==> src/rtl/preload_mem_ctrl.sv <==
// Single-port RAM controller that muxes a streaming preload engine and the CPU memory port.
// Optional running-XOR checksum of the preload stream is enabled with `define PRELOAD_CSUM_EN.
module preload_mem_ctrl #(
  parameter int unsigned ADDR_W = 11,
  parameter int unsigned DATA_W = 32
) (
  input  logic              clk_i,
  input  logic              rst_i,
  input  logic              start_i,
  input  logic [ADDR_W-1:0] base_addr_i,
  input  logic [ADDR_W:0]   length_i,
  input  logic              pl_valid_i,
  input  logic [DATA_W-1:0] pl_data_i,
  output logic              pl_ready_o,
  input  logic              cpu_wen_i,
  input  logic              cpu_oen_i,
  input  logic [ADDR_W-1:0] cpu_addr_i,
  input  logic [DATA_W-1:0] cpu_wdata_i,
  output logic [DATA_W-1:0] cpu_rdata_o,
  output logic              cpu_stall_o,
  output logic              mem_cen_o,
  output logic              mem_wen_o,
  output logic              mem_oen_o,
  output logic [ADDR_W-1:0] mem_addr_o,
  output logic [DATA_W-1:0] mem_d_o,
  input  logic [DATA_W-1:0] mem_q_i,
  output logic              busy_o,
  output logic              done_o,
  output logic              err_o
`ifdef PRELOAD_CSUM_EN
  ,
  input  logic [DATA_W-1:0] csum_exp_i
`endif
);

  localparam logic [ADDR_W:0] DepthLen = {1'b1, {ADDR_W{1'b0}}};
  localparam logic [ADDR_W:0] OneLen   = {{ADDR_W{1'b0}}, 1'b1};

`ifdef PRELOAD_CSUM_EN
  typedef enum logic [1:0] {StIdle, StLoad, StCheck} state_e;
`else
  typedef enum logic [1:0] {StIdle, StLoad} state_e;
`endif

  state_e            state_q;
  logic [ADDR_W:0]   count_q;
  logic [ADDR_W-1:0] base_q;
  logic [ADDR_W:0]   len_q;
  logic              busy_q;
  logic              done_q;
  logic              pl_ready_q;

  logic [ADDR_W:0]   len_sat;
  logic [ADDR_W-1:0] load_addr;
  logic              handshake;
  logic              last_beat;

  // Lengths beyond the array size would only rewrite words already loaded.
  assign len_sat   = (length_i > DepthLen) ? DepthLen : length_i;
  assign load_addr = base_q + count_q[ADDR_W-1:0];
  assign handshake = (state_q == StLoad) && pl_valid_i && pl_ready_q;
  assign last_beat = (count_q == (len_q - OneLen));

`ifdef PRELOAD_CSUM_EN
  logic [DATA_W-1:0] csum_q;
  logic [DATA_W-1:0] csum_exp_q;
  logic              err_q;

  always_ff @(posedge clk_i or posedge rst_i) begin
    if (rst_i) begin
      csum_q     <= '0;
      csum_exp_q <= '0;
      err_q      <= 1'b0;
    end else begin
      if ((state_q == StIdle) && start_i) begin
        csum_q     <= '0;
        csum_exp_q <= csum_exp_i;
        err_q      <= 1'b0;
      end else if (handshake) begin
        csum_q <= csum_q ^ pl_data_i;
      end else if (state_q == StCheck) begin
        err_q <= (csum_q != csum_exp_q);
      end
    end
  end

  assign err_o = err_q;
`else
  assign err_o = 1'b0;
`endif

  always_ff @(posedge clk_i or posedge rst_i) begin
    if (rst_i) begin
      state_q    <= StIdle;
      count_q    <= '0;
      base_q     <= '0;
      len_q      <= '0;
      busy_q     <= 1'b0;
      done_q     <= 1'b0;
      pl_ready_q <= 1'b0;
    end else begin
      case (state_q)
        StIdle: begin
          if (start_i) begin
            base_q  <= base_addr_i;
            len_q   <= len_sat;
            count_q <= '0;
            done_q  <= (len_sat == '0);
            if (len_sat != '0) begin
              state_q    <= StLoad;
              busy_q     <= 1'b1;
              pl_ready_q <= 1'b1;
            end
          end
        end
        StLoad: begin
          if (handshake) begin
            count_q <= count_q + OneLen;
            if (last_beat) begin
              pl_ready_q <= 1'b0;
`ifdef PRELOAD_CSUM_EN
              state_q    <= StCheck;
`else
              state_q    <= StIdle;
              busy_q     <= 1'b0;
              done_q     <= 1'b1;
`endif
            end
          end
        end
`ifdef PRELOAD_CSUM_EN
        StCheck: begin
          state_q <= StIdle;
          busy_q  <= 1'b0;
          done_q  <= 1'b1;
        end
`endif
        default: begin
          state_q    <= StIdle;
          busy_q     <= 1'b0;
          pl_ready_q <= 1'b0;
        end
      endcase
    end
  end

  // RAM port: CPU passthrough when idle, preload stream otherwise.
  always_comb begin
    mem_addr_o = cpu_addr_i;
    mem_d_o    = cpu_wdata_i;
    mem_wen_o  = cpu_wen_i;
    mem_oen_o  = cpu_oen_i;
    if (state_q == StLoad) begin
      mem_addr_o = load_addr;
      mem_d_o    = pl_data_i;
      mem_wen_o  = ~pl_valid_i;
      mem_oen_o  = 1'b1;
    end else if (state_q != StIdle) begin
      mem_addr_o = load_addr;
      mem_d_o    = pl_data_i;
      mem_wen_o  = 1'b1;
      mem_oen_o  = 1'b1;
    end
    if (rst_i) begin
      mem_wen_o = 1'b1;
      mem_oen_o = 1'b1;
    end
  end

  assign mem_cen_o   = 1'b0;
  assign cpu_rdata_o = mem_q_i;
  assign cpu_stall_o = busy_q;
  assign busy_o      = busy_q;
  assign done_o      = done_q;
  assign pl_ready_o  = pl_ready_q;

endmodule

==> config.mk <==
export PLATFORM = sky130hd
export DESIGN_NAME = preload_mem_ctrl
export DESIGN_NICKNAME = d
export VERILOG_FILES = /design/src/rtl/preload_mem_ctrl.sv
export SDC_FILE = /design/constraint.sdc
export NUM_CORES = 1
export LEC_CHECK = 0
export ABC_AREA = 1
export ABC_CLOCK_PERIOD_IN_PS = 5100
export BUFFER_PORTS_ARGS = -buffer_cell sky130_fd_sc_hd__buf_4
export CAP_MARGIN = 5
export CORE_MARGIN = 4
export CORE_UTILIZATION = 46
export CTS_CLUSTER_DIAMETER = 120
export DETAILED_ROUTE_END_ITERATION = 7
export GPL_ROUTABILITY_DRIVEN = 0
export GPL_TIMING_DRIVEN = 0
export PLACE_DENSITY_LB_ADDON = 0.15
export SLEW_MARGIN = 40
export SYNTH_ARGS = -nofsm -noshare
export SYNTH_HDL_FRONTEND = slang
export SYNTH_SLANG_ARGS = --single-unit
==> constraint.sdc <==
create_clock -name clk_i -period 5.1 [get_ports clk_i]
set_input_delay 1.02 -clock clk_i [delete_from_list [all_inputs] [get_ports clk_i]]
set_output_delay 1.02 -clock clk_i [all_outputs]
set_load 0.02 [all_outputs]
**After elaboration in Yosys (flattened, before gate mapping)**

Index checks and enable logic that the tools add are counted.

- Register bits after elaboration: 39

- Add/subtract/negate cells: 3
- Magnitude comparators: 1
- Eq/ne operators: 6
- Muxes and demuxes: 28
- Bitwise logic cells: 1
- Reduce and logical (&&, ||, !) cells: 11

Operator list:

| operator | count |
|---|---|
| 32-bit 2-to-1 mux | 2 |
| 12-bit 2-to-1 mux | 3 |
| 12-bit one-hot mux with 2 select lines | 1 |
| 11-bit 2-to-1 mux | 2 |
| 1-bit 2-to-1 mux | 13 |
| 12-bit by 1-bit adder with 12-bit output, second input constant | 1 |
| 12-bit == test | 1 |
| 12-bit > comparator, second input constant | 1 |
| 12-bit zero test | 1 |
| 12-bit nonzero test | 1 |
| 12-bit by 1-bit subtractor with 12-bit output, second input constant | 1 |
| 11-bit adder | 1 |
| 2-bit 2-to-1 mux | 4 |
| 2-bit != test, second input constant | 4 |
| 4-bit AND reduction | 2 |
| 1-bit one-hot mux with 2 select lines | 2 |
| 2-bit one-hot mux with 2 select lines | 1 |
| 2-bit nonzero test | 2 |
| 3-bit AND reduction | 1 |
| 2-bit by 1-bit == test with 1-bit output, second input constant | 1 |
| 1-bit logical AND | 2 |
| 2-bit zero test | 1 |
| 2-bit AND reduction | 1 |
| 1-bit inverter | 1 |

**Depth between registers and ports, before layout**

Gate-level depths: netlist (run 1).

- Depth after elaboration: 6
- Gate-level depth with buffers: 15
- Gate-level depth less buffers: 15

**Least setup slack after synthesis (run 1)**

OpenSTA, ideal clock, no wires.

- Kind: input to output
- From: input port rst_i
- To: output port mem_oen_o
- Data arrival time: 2.166 ns
- Required time: 4.080 ns
- Setup slack: 1.914 ns
- Stages on the path: 2
- Buffers on the path: 0
- Path through: inv_1 nand2_1

- Word-level cells in the longest chain between the ends: 1

RTL lines:

| element | line | source |
|---|---|---|
| from (decl) | 8 | `input logic rst_i,` |
| 1-bit 2-to-1 mux | 164 | `if (rst_i) begin` |
| to (decl) | 23 | `output logic mem_oen_o,` |

Every way passes these cells.

**Worst setup path after layout (run 1)**

- From: register count_q[0]
- To: output port mem_addr_o[8]

- Word-level cells in the longest chain between the ends: 3

RTL lines:

| element | line | source |
|---|---|---|
| from (decl) | 46 | `logic [ADDR_W:0] count_q;` |
| from (signal assigned) | 118 | `count_q <= count_q + OneLen;` |
| 11-bit adder (*) | 60 | `assign load_addr = base_q + count_q[ADDR_W-1:0];` |
| 11-bit 2-to-1 mux | 158 | `end else if (state_q != StIdle) begin` |
| 11-bit 2-to-1 mux (*) | 153 | `if (state_q == StLoad) begin` |
| to (decl) | 24 | `output logic [ADDR_W-1:0] mem_addr_o,` |

Mark *: on every way between the ends. The rest lies on a longest branch, timed or not.

==> results of run 1 <==
==> state kept, by name, summed over array words and instances, names as in the netlist <==
name and cells:
count_q 12, base_q 11, done_o 1, pl_ready_o 1, len_q 12
==> power by group through the flow <==
stage / combinational [mW] / sequential [mW] / clock, mW
floorplan: 1.07 / 0.509 / 0
global placement: 1.57 / 0.535 / 0
detailed placement: 1.60 / 0.539 / 0
CTS: 1.62 / 0.534 / 0.229
global route: 1.81 / 0.554 / 0.245
finish: 1.62 / 0.537 / 0.226
==> through the flow <==
step / total power, mW / utilization, % / setup slack, ns / instances / instance area, um^2
after floorplan: 1.582 / - / 1.914 / 520 / 3278
after global placement: 2.100 / 69.58 / 1.502 / 800 / 4780
after detailed placement: 2.144 / 69.87 / 1.986 / 801 / 4800
after CTS: 2.384 / 71.35 / 1.661 / 809 / 4901
after global routing: 2.610 / 71.35 / 1.532 / 809 / 4901
final: 2.387 / 71.35 / 1.606 / 809 / 4901
==> synth_stat cells <==
master	count	area share [%]
nand3_1	29	4.4
o21ai_1	2	0.31
a21boi_0	1	0.23
xor2_1	9	2.4
clkinv_4	1	0.27
nor2_1	30	3.4
buf_4	36	8.3
a31oi_1	1	0.19
xnor2_1	5	1.3
nand4_1	2	0.38
o21a_1	1	0.23
nor3_1	10	1.5
nand2_1	219	25
o21ai_0	34	5.2
nand3b_1	2	0.46
nor4_1	2	0.38
clkbuf_1	14	1.6
nand4_2	1	0.38
inv_1	34	3.9
clkinv_1	1	0.11
inv_2	2	0.23
nor2_2	4	0.76
dfrtp_1	37	28
buf_6	1	0.34
o211ai_1	1	0.23
ha_1	12	4.6
nand2_4	2	0.69
or2_2	1	0.19
nand2_2	4	0.76
a21oi_1	18	2.8
nor3_2	1	0.31
conb_1	1	0.11
fa_1	1	0.61
==> area by class of cell <==
type,count,area [um^2],area share [%]
Sequential cell,37,925.9,18.89
Timing Repair Buffer,185,1401,28.59
Buffer,51,334.1,6.816
Clock buffer,7,96.34,1.966
Tap cell,96,120.1,2.451
Inverter,38,147.6,3.013
Clock inverter,1,5.005,0.1021
Multi-Input combinational cell,394,1871,38.17
==> per-layer routing <==
layer / track usage (%) / share of wire, % / routed length, um
met4: 7.921 / 2.8 / 328
met5: 0 / 0 / 0
met3: 5.686 / 8.1 / 943
met1: 30.54 / 38 / 4418
met2: 48.28 / 51 / 5923
==> worst register-to-register path: cells and delay by family (launching register included) <==
family,cells,cell delay (ns)
DFF,1,0.42
adders and majority gates,1,0.32
buffers and inverters,2,0.16
AOI/OAI and AO/OA,1,0.10
and+or+nand+nor,10,0.76
==> worst paths after layout <==
path	to	depth (start not counted)
setup / recovery	mem_addr_o[8]	10
hold / removal	count_q[11]	1
setup reg to reg	pl_ready_o	14
hold reg to reg	count_q[11]	1
max in group asynchronous	base_q[5]	3
min in group asynchronous	len_q[8]	2
==> cell families (layout without fill, tap and decap cells) <==
kind of cell | count (synthesis) | count (layout) | share of synthesized area, %
AO/OA/AOI/OAI | 58 | 58 | 9.133
XOR/XNOR | 14 | 14 | 3.745
adder cells (fa/ha/maj) | 13 | 13 | 5.197
buffers and inverters | 89 | 282 | 14.71
flip-flops | 37 | 37 | 28.28
other | 1 | 2 | 0.1145
AND/OR/NAND/NOR | 307 | 307 | 38.82
==> results.cfg, run 1 <==
[worst_setup_path]
worstPathArrival_ns = 2.47
path_buf_inv = 2
cp_data_required_time_ns = 4.08
critPathKind = reg -> out
cp-end-kind = output pin
r2r_setup_slack_ns = 3.21
crit_family = adder cells
cp_max_fo = 5
cp_cell_sequence = ha_1, inv_1, fa_1, nor3_1, nor2_1, nor2_1, nor2_1, xor2_1, o21ai_0, buf_4
cp_common_cell = nor2_1
worstSetupStartpoint = count_q[0]
startpoint_type = flop
crit_path_max_incr_delay_ns = 0.47
timing.rr.start = len_q[0]
critPathSlowestCell = dfrtp_1

[drt]
route.vias.total = 3982
vias_per_cell = 4.922
first_pass_iters = 5
route.detailed.drc = 0
wirelength_um = 11610
wl_per_cell_um = 14.36
initialDrtViolationCount = 174
ant_nets = 0

[pwr]
p_int_mw = 1.193
p_comb_share_pct = 68.0
power_frac_clock_pct = 9.5
pwr-share-seq_pct = 22.5
switching_share_pct = 50.02
p_sw_mw = 1.194
ir_drop_mv = 0.3104
p_leak_nw = 2.728
pwr_density_cell_mw_per_mm2 = 487.0

[synthesis]
yosysWarningCount = 0
syn_inst = 519
synth_seq_cells = 37
syn_area_mm2 = 0.003274
synth_cell_types = 33
postSynthAreaPerCell_um2 = 6.309
synth-seq-area-share_pct = 28.28

[final_layout]
drive_gt1_share_pct = 34.64
diodes = 0
fin_nets = 861
n_fill_cell = 621
layout_common_cells = 220 x buf_4, 219 x nand2_1, 37 x dfrtp_1
layout-area-overhead-vs-synth_pct = 49.68
final_common_cell = buf_4

[hold_path]
min_from = count_q[11]
worst_hold_path_type = reg -> reg

[sta]
relSlewSlack_pct = 64.81
final-hold-violation-count = 0
clock.fmax_mhz = 286.2
finalCritPeriodShare_pct = 68.50
clock-skew-final_ns = 0.008055
setup_viol_count_final = 0
hold_ws_ns = 0.4807
slew_viol_final = 0
period_needed_ns = 3.494
tightest_slew_ns = 0.5279
rsz0062_at_grt = false
finalSetupTns_ns = 0

[clock_network]
post_cts_resized = 0
cts-htree-levels = 2
cts_buffers = 5
clock_latency_ns = 0.29
ctsHoldBuffers = 0
cts_sinks = 37
cts_tree = yes
clockBufferDepth = 2
clk_pin_slew_worst_paths_ns = 0.07
root_buffer = clkbuf_8
cts_setup_buffers = 0

[floorplanning]
initial_utilization_pct = 47.67
die_h_um = 92.37
io_pins = 219
row_count = 30
die_w_um = 92.37
die-area_mm2 = 0.008532
core-area_mm2 = 0.006869

[global_routing]
grt_max_degree = 27
gr-total-overflow = 0
track_usage_pct = 26.36
antenna_found_initial = 0
grt_pass1_wl_um = 18350
grt_pass1_vias = 3861

[place]
io_buffer_count = 184
hpwl_um = 9837

[flow_run]
maxCapViolations = 0

[run_status]
status = finished, final reports clean
(Power assumes the default switching activity.)
==> run 2: changes to the inputs <==
- ABC_CLOCK_PERIOD_IN_PS: 5100 -> 3100
- CORE_UTILIZATION: 46 -> 39
- clock period: 5.1 -> 3.1 ns (I/O delays scaled with it)
==> run 2 against run 1 <==
  * Sequential cell count unchanged
  * Combinational power rose by 64%
  * Cell count up 1.1%
  * Cell area is 0.61% higher
  * Core utilization fell by 11 points
  * Non-clock buffer count grew 1
  * Largest cell class unchanged
  * Worst hold slack lost 0.20 ns
==> results.cfg, run 2 (synthesis gave the netlist of run 1 again) <==
[run_status]
status = finished, final reports clean

[clock_network]
clockBufferDepth = 2
clk_pin_slew_worst_paths_ns = 0.08
cts-htree-levels = 2
cts_sinks = 37
cts_tree = yes
cts_buffers = 5
root_buffer = clkbuf_8
clock_latency_ns = 0.29

[drt]
route.detailed.drc = 0
vias_per_cell = 4.716
first_pass_iters = 4
wl_per_cell_um = 13.73
wirelength_um = 11230
ant_nets = 0
route.vias.total = 3858
initialDrtViolationCount = 131

[place]
pre_cts_slack_ns = 0.3747
hpwl_um = 9525
io_buffer_count = 184
placed_area_mm2 = 0.004811
dp_cells = 810

[global_routing]
antenna_found_initial = 0
grt_pass1_vias = 3681
track_usage_pct = 21.56
grt_max_degree = 27
grt_pass1_wl_um = 17440
gr-total-overflow = 0

[sta]
finalSetupTns_ns = 0
setup_slack_ns = 0.1889
final-hold-violation-count = 0
clock.fmax_mhz = 343.5
hold_ws_ns = 0.2813
period_needed_ns = 2.911
tightest_slew_ns = 0.5448
slew_viol_final = 0
relSlewSlack_pct = 63.68
setup_viol_count_final = 0
finalCritPeriodShare_pct = 93.91
clock-skew-final_ns = 0.01079

[worst_setup_path]
cp_data_required_time_ns = 2.48
startpoint_type = flop
worstPathArrival_ns = 2.29
critPathKind = reg -> out
worstSetupStartpoint = count_q[0]
timing.rr.start = len_q[0]
cp-end-kind = output pin
cp_max_fo = 3

[final_layout]
diodes = 0
fin_nets = 862
final_common_cell = buf_4
final_cells = 818
n_fill_cell = 768
layout-area-overhead-vs-synth_pct = 50.59
layout_common_cells = 221 x buf_4, 219 x nand2_1, 36 x dfrtp_1
seq_area_um2 = 927.1
design_area_mm2 = 0.004931
multi_input_area_mm2 = 0.001878
drive_gt1_share_pct = 35.06
reg_top3 = count_q: 12 flops, len_q: 12 flops, base_q: 11 flops

[pwr]
ir_drop_mv = 0.4088
pwr_density_cell_mw_per_mm2 = 798.3
p_leak_nw = 2.730

[floorplanning]
core-area_mm2 = 0.008175
initial_utilization_pct = 40.05
io_pins = 219
die_w_um = 99.63
row_count = 33
die_h_um = 99.63
die-area_mm2 = 0.009926

[flow_run]
maxCapViolations = 0

[hold_path]
worst_hold_path_type = in -> async
==> run 2: what timing repair did <==
item	in CTS	in global routing
endpoints found under the setup margin	0	2
hold buffers	0	0
resized for setup	0	3
setup buffers	0	1
hold endpoints to repair	0	0
==> run 2: metal layers <==
layer,part of all wire [%],track usage [%],vias to the layer above
li1,-,-,1987
met1,40,25.97,1724
met2,52,40.29,131
met3,6.2,2.805,16
met4,1.7,5.357,0
met5,0,0,-
==> run 2: final timing paths <==
kind / endpoint / slack (ns) / depth (start not counted)
worst max-delay path: mem_addr_o[8] / 0.19 / 10
worst min-delay path: count_q[0] / 0.28 / 2
worst max register to register: pl_ready_o / 1.20 / 14
worst min register to register: count_q[11] / 0.48 / 1
max in group asynchronous: count_q[6] / 2.37 / 3
min in group clk_i: count_q[11] / 0.48 / 1
==> run 2: through the flow <==
step,utilization (%),power [mW]
final,60.32,3.936
after global routing,60.32,4.297
after CTS,60.12,3.930
after detailed placement,58.85,3.511
after global placement,58.60,3.463
after floorplan,-,2.603
==> run 2: cell type report <==
class / count / share of cell area [%]
clock buffers: 5 / 1.396
well taps: 105 / 2.664
inverters: 38 / 2.994
multi-input cells: 394 / 38.09
plain buffers: 51 / 6.775
flip-flops and latches: 37 / 18.80
repair buffers: 186 / 28.57
clock inverters: 2 / 0.7105
==> run 2: power by group <==
group          switching (mW)  internal [mW]
Combinational            1.56           1.10
Clock                   0.173          0.234
Sequential              0.195          0.679
Total                    1.93           2.01
==> run 2: worst max-delay path, cell delays in order (launching register included) <==
cell and delay [ns]:
dfrtp_2 0.39, ha_2 0.21, inv_1 0.07, fa_1 0.42, nor3_2 0.20, nor2_1 0.09
nor2_1 0.10, nor2_1 0.06, xor2_1 0.13, o21ai_0 0.16, buf_4 0.17
